==> src/rtl/regfile_wb_sched.sv <==
// Writeback scheduler: serialises E/M register writes through an in-order FIFO
// and keeps a per-register pending count for decode hazards. Optional: WB_FORWARD_EN.
module regfile_wb_sched #(
  parameter int DEPTH = 4,
  parameter int DW    = 64,
  parameter int AW    = 4
) (
  input  logic                   clk,
  input  logic                   rst,
  input  logic                   e_valid,
  input  logic [AW-1:0]          e_dst,
  input  logic [DW-1:0]          e_data,
  input  logic                   m_valid,
  input  logic [AW-1:0]          m_dst,
  input  logic [DW-1:0]          m_data,
  output logic                   in_ready,
  input  logic [AW-1:0]          src_a,
  input  logic [AW-1:0]          src_b,
  output logic                   busy_a,
  output logic                   busy_b,
  output logic                   wr_en,
  output logic [AW-1:0]          wr_dst,
  output logic [DW-1:0]          wr_data,
  output logic [$clog2(DEPTH):0] count,
  output logic                   idle,
  output logic                   err_ovf,
  output logic [DW-1:0]          fwd_a_data,
  output logic [DW-1:0]          fwd_b_data
);

  localparam int PTRW = $clog2(DEPTH);
  localparam int CW   = PTRW + 1;
  localparam int PW   = $clog2(DEPTH + 2);
  localparam int NREG = 1 << AW;
  localparam logic [AW-1:0] RNONE   = {AW{1'b1}};
  localparam logic [CW-1:0] DEPTH_C = CW'(DEPTH);

  logic [AW-1:0]   fifoDst  [DEPTH];
  logic [DW-1:0]   fifoData [DEPTH];
  logic [PTRW-1:0] rdPtr_q, wrPtr_q, wrPtr_d, mSlot;
  logic [CW-1:0]   count_q, count_d;
  logic            wrEn_q;
  logic [AW-1:0]   wrDst_q;
  logic [DW-1:0]   wrData_q;
  logic            errOvf_q;
  logic [PW-1:0]   pend_q [NREG];
  logic [PW-1:0]   pend_d [NREG];
  logic            reject, pushE, pushM, pop;

  assign in_ready = (DEPTH_C - count_q) >= CW'(2);

  // A rejected cycle drops both requests; RNONE destinations never enter the FIFO.
  always_comb begin
    reject  = (e_valid || m_valid) && !in_ready;
    pushE   = e_valid && (e_dst != RNONE) && !reject;
    pushM   = m_valid && (m_dst != RNONE) && !reject;
    pop     = (count_q != '0);
    count_d = count_q + CW'(pushE) + CW'(pushM) - CW'(pop);
    mSlot   = pushE ? wrPtr_q + PTRW'(1) : wrPtr_q;
    wrPtr_d = wrPtr_q + PTRW'(pushE) + PTRW'(pushM);
  end

  always_comb begin
    for (int r = 0; r < NREG; r++) begin
      pend_d[r] = pend_q[r]
                + PW'(pushE && (e_dst == AW'(r)))
                + PW'(pushM && (m_dst == AW'(r)))
                - PW'(wrEn_q && (wrDst_q == AW'(r)));
    end
  end

  always_ff @(posedge clk) begin
    if (pushE) begin
      fifoDst[wrPtr_q]  <= e_dst;
      fifoData[wrPtr_q] <= e_data;
    end
    if (pushM) begin
      fifoDst[mSlot]  <= m_dst;
      fifoData[mSlot] <= m_data;
    end
  end

  always_ff @(posedge clk or posedge rst) begin
    if (rst) begin
      rdPtr_q  <= '0;
      wrPtr_q  <= '0;
      count_q  <= '0;
      wrEn_q   <= 1'b0;
      wrDst_q  <= RNONE;
      wrData_q <= '0;
      errOvf_q <= 1'b0;
      for (int r = 0; r < NREG; r++) pend_q[r] <= '0;
    end else begin
      rdPtr_q  <= rdPtr_q + PTRW'(pop);
      wrPtr_q  <= wrPtr_d;
      count_q  <= count_d;
      wrEn_q   <= pop;
      errOvf_q <= errOvf_q | reject;
      pend_q   <= pend_d;
      if (pop) begin
        wrDst_q  <= fifoDst[rdPtr_q];
        wrData_q <= fifoData[rdPtr_q];
      end else begin
        wrDst_q  <= RNONE;
      end
    end
  end

  assign wr_en   = wrEn_q;
  assign wr_dst  = wrDst_q;
  assign wr_data = wrData_q;
  assign count   = count_q;
  assign idle    = (count_q == '0) && !wrEn_q;
  assign err_ovf = errOvf_q;

`ifdef WB_FORWARD_EN
  logic [PTRW-1:0] idx;

  // Walk oldest to youngest so the last match is the youngest pending value.
  always_comb begin
    fwd_a_data = '0;
    fwd_b_data = '0;
    idx        = '0;
    if (wrEn_q && (wrDst_q == src_a)) fwd_a_data = wrData_q;
    if (wrEn_q && (wrDst_q == src_b)) fwd_b_data = wrData_q;
    for (int i = 0; i < DEPTH; i++) begin
      idx = rdPtr_q + PTRW'(i);
      if (CW'(i) < count_q) begin
        if (fifoDst[idx] == src_a) fwd_a_data = fifoData[idx];
        if (fifoDst[idx] == src_b) fwd_b_data = fifoData[idx];
      end
    end
  end

  assign busy_a = 1'b0;
  assign busy_b = 1'b0;
`else
  assign fwd_a_data = '0;
  assign fwd_b_data = '0;
  assign busy_a = (src_a != RNONE) && (pend_q[src_a] != '0);
  assign busy_b = (src_b != RNONE) && (pend_q[src_b] != '0);
`endif

endmodule
==> config.mk <==
export PLATFORM = sky130hd
export DESIGN_NAME = regfile_wb_sched
export DESIGN_NICKNAME = d
export VERILOG_FILES = /design/src/rtl/regfile_wb_sched.sv
export SDC_FILE = /design/constraint.sdc
export NUM_CORES = 1
export LEC_CHECK = 0
export ABC_AREA = 1
export BUFFER_PORTS_ARGS = -buffer_cell sky130_fd_sc_hd__buf_2
export CAP_MARGIN = 15
export CELL_PAD_IN_SITES_DETAIL_PLACEMENT = 1
export CELL_PAD_IN_SITES_GLOBAL_PLACEMENT = 2
export CORE_MARGIN = 8
export CORE_UTILIZATION = 35
export DETAILED_ROUTE_END_ITERATION = 6
export PLACE_DENSITY_LB_ADDON = 0.08
export SLEW_MARGIN = 10
export SYNTH_ARGS = -nofsm -noshare
export SYNTH_HDL_FRONTEND = slang
export SYNTH_SLANG_ARGS = --single-unit
==> constraint.sdc <==
create_clock -name clk -period 5.1 [get_ports clk]
set_clock_uncertainty 0.2 [all_clocks]
set_input_delay 0.255 -clock clk [delete_from_list [all_inputs] [get_ports clk]]
set_output_delay 0.255 -clock clk [all_outputs]
set_load 0.005 [all_outputs]
==> results.sh <==
export IMPL_startpoint_type="flop"
export IMPL_via_per_inst=5.11
export IMPL_fillCellCount=7345
export IMPL_hold_violations=0
export IMPL_rows=92
export IMPL_tns_ps=0
export IMPL_hold_ws_ps=48.3
export IMPL_antenna_found_initial=5
export IMPL_yosys_register_bits=397
export IMPL_async_flop_share=0.315
export IMPL_path_buf_inv=3
export IMPL_ys_warnings_count=0
export IMPL_required_ps=5360
export IMPL_nets=3030
export IMPL_drive_above_1_share=0.124
export IMPL_core_um2=62700
export IMPL_cts_resized=0
export IMPL_synth_edf_count=272
export IMPL_grt_pass1_vias=20600
export IMPL_crit_arrival_ps=4500
export IMPL_ant_nets=0
export IMPL_outcome="complete, no violations"
export IMPL_rsz0062_at_grt="no"
export IMPL_numCtsBuffers=48
export IMPL_startpoint="count[1]"
export IMPL_insertion_delay_ps=590
export IMPL_synth_seq_area_share=0.512
export IMPL_synth_main_ff_cell="edfxtp_1"
export IMPL_grt_overflow=0
export IMPL_rr_startpoint="count[1]"
export IMPL_dieHeight_um=267
export IMPL_synth_area_um2=22100
export IMPL_cts_buffer_depth=3
export IMPL_gp_congestion=0.789
export IMPL_min_from="e_valid"
export IMPL_total_power_mw=17.8
export IMPL_drt_wl_total_um=80100
export IMPL_dieWidth_um=267
export IMPL_final_min_clock_period_ps=4240
export IMPL_max_freq_mhz=236
export IMPL_first_iter_violations=1009
export IMPL_start_util=0.352
export IMPL_cp_slowest_cell="buf_4"
export IMPL_postCtsHoldBufs=207
export IMPL_worst_slew_pin_slew_ps=1250
export IMPL_max_stage_delay_ps=1080
export IMPL_io_pins=353
export IMPL_power_density_nw_per_um2=662
export IMPL_crit_chain="inv_1, ha_1, ha_1, nand2_2, nand3_2, nand2_1, nand2_4, buf_4, nand4_1, nand2_1, dlygate4sd3_1"
export IMPL_syn_to_final_growth_pct=21.8
export IMPL_die_area_um2=71400
export IMPL_hp_class="input pin to flop"
export IMPL_multi_input_area_um2=9020
export IMPL_vias=19000
export IMPL_yosysUniqueCellTypes=31
export IMPL_finalCritPeriodShare=0.831
export IMPL_cts_root_buffer="clkbuf_16"
export IMPL_critPathMaxFanout=92
export IMPL_finalSetupViolations=0
export IMPL_htree_num_levels=2
export IMPL_worstSetupPathType="flop to flop"
export IMPL_synth_cells=2502
export IMPL_drv_cap=0
export IMPL_hpwl_um=47600
export IMPL_max_slew_margin=0.170
export IMPL_clock_sinks=397
export IMPL_post_route_drc_count=0
export IMPL_first_pass_iters=5
export IMPL_final_common_cell="nand2_1"
export IMPL_drv_slew=0
export IMPL_post_cts_setup_buffer_count=0
export IMPL_end_kind="flop"
export IMPL_wire_per_inst_um=21.6
export IMPL_irDropWorstVdd_mv=0.637
export IMPL_seq_area_um2=11300
export IMPL_clkSlewWorstSetupHoldPaths_ps=60
export IMPL_crit_family="buffers and inverters"
export IMPL_mostFrequentLayoutCells="nand2_1, nor2_1, nand4_1, edfxtp_1, buf_2"
export IMPL_cts_tree="built"
export IMPL_track_usage=0.221
export IMPL_grt_pass1_wl_um=124000
export IMPL_synth_area_per_cell_um2=8.82
export IMPL_grt_max_degree=126
export IMPL_power_leakage_nw=11.8
export IMPL_io_buffers=224
[cells in the mapped netlist, types with 35 or more instances]
master | number | share of area
nand2_1 | 654 | 0.11
nor2_1 | 390 | 0.066
nand4_1 | 277 | 0.079
edfxtp_1 | 272 | 0.37
buf_4 | 146 | 0.050
o21ai_0 | 143 | 0.032
dfrtp_1 | 121 | 0.14
inv_1 | 101 | 0.017
clkbuf_1 | 78 | 0.013
buf_2 | 77 | 0.017
a31oi_1 | 64 | 0.018
fa_1 | 35 | 0.032
[stage by stage]
step / worst slack (ps) / cells / util / cell area, um^2
after detailed placement: 1440 / 3411 / 0.370 / 23200
final: 861 / 3712 / 0.428 / 26900
after global placement: 1460 / 3410 / 0.370 / 23200
after CTS: 920 / 3707 / 0.428 / 26900
after global routing: 638 / 3709 / 0.428 / 26900
after floorplan: 1060 / 2630 / - / 22600
[worst reg2reg max path: cells and delay by family (launching register included)]
family,cells,cell delay [ps]
fa+ha+maj,2,470
simple gates,6,1270
flops,1,400
buf+inv,3,1760
[cell families (layout without fill, tap and decap cells)]
group | after synthesis | count (layout) | share of synthesized area
and+or+nand+nor | 1367 | 1367 | 0.269
buffers and inverters | 423 | 654 | 0.105
DFF | 397 | 397 | 0.512
AOI/OAI and AO/OA | 217 | 217 | 0.0536
adders and majority gates | 60 | 60 | 0.0459
xor gates and xnor gates | 36 | 36 | 0.0143
other | 2 | 135 | 0.000340
[layer usage]
layer	up-vias	track usage	wire length, um
met5	-	0	0
met4	0	0.0525	1600
met3	99	0.0300	2990
met2	407	0.392	40400
met1	9608	0.285	35200
li1	8855	-	-
[path summary, 6_finish.rpt]
check                           slack [ps]              end  cells past startpoint
worst max-delay path                   860  fifoData[0][50]                     11
worst min-delay path                    50       wrPtr_q[0]                      4
worst max register to register         860  fifoData[0][50]                     11
worst min register to register         270       pend_q[35]                      1
max in group asynchronous             3560      wr_data[62]                      4
min in group asynchronous               60      wr_data[28]                      3
[report_power, final]
part	internal [mW]	switching [mW]	total, mW
registers	5.39	0.741	6.13
logic	2.38	5.83	8.21
clock network	2.00	1.43	3.44
[flip-flops by register name, indices dropped and copies added, names as in the netlist]
register	cells
fifoDst	16
pend_q	48
err_ovf	1
rdPtr_q	2
fifoData	256
wr_data	64
wr_en	1
count	3
wrPtr_q	2
wr_dst	4
[layout make-up]
cell class	count	area share
Tap cell	846	0.0394
Sequential cell	397	0.421
Antenna cell	5	0.000466
Clock buffer	77	0.0541
Timing Repair Buffer	458	0.131
Inverter	107	0.0153
Clock inverter	12	0.00368
Multi-Input combinational cell	1810	0.336
Note: power is estimated with default switching activity, not from simulation.
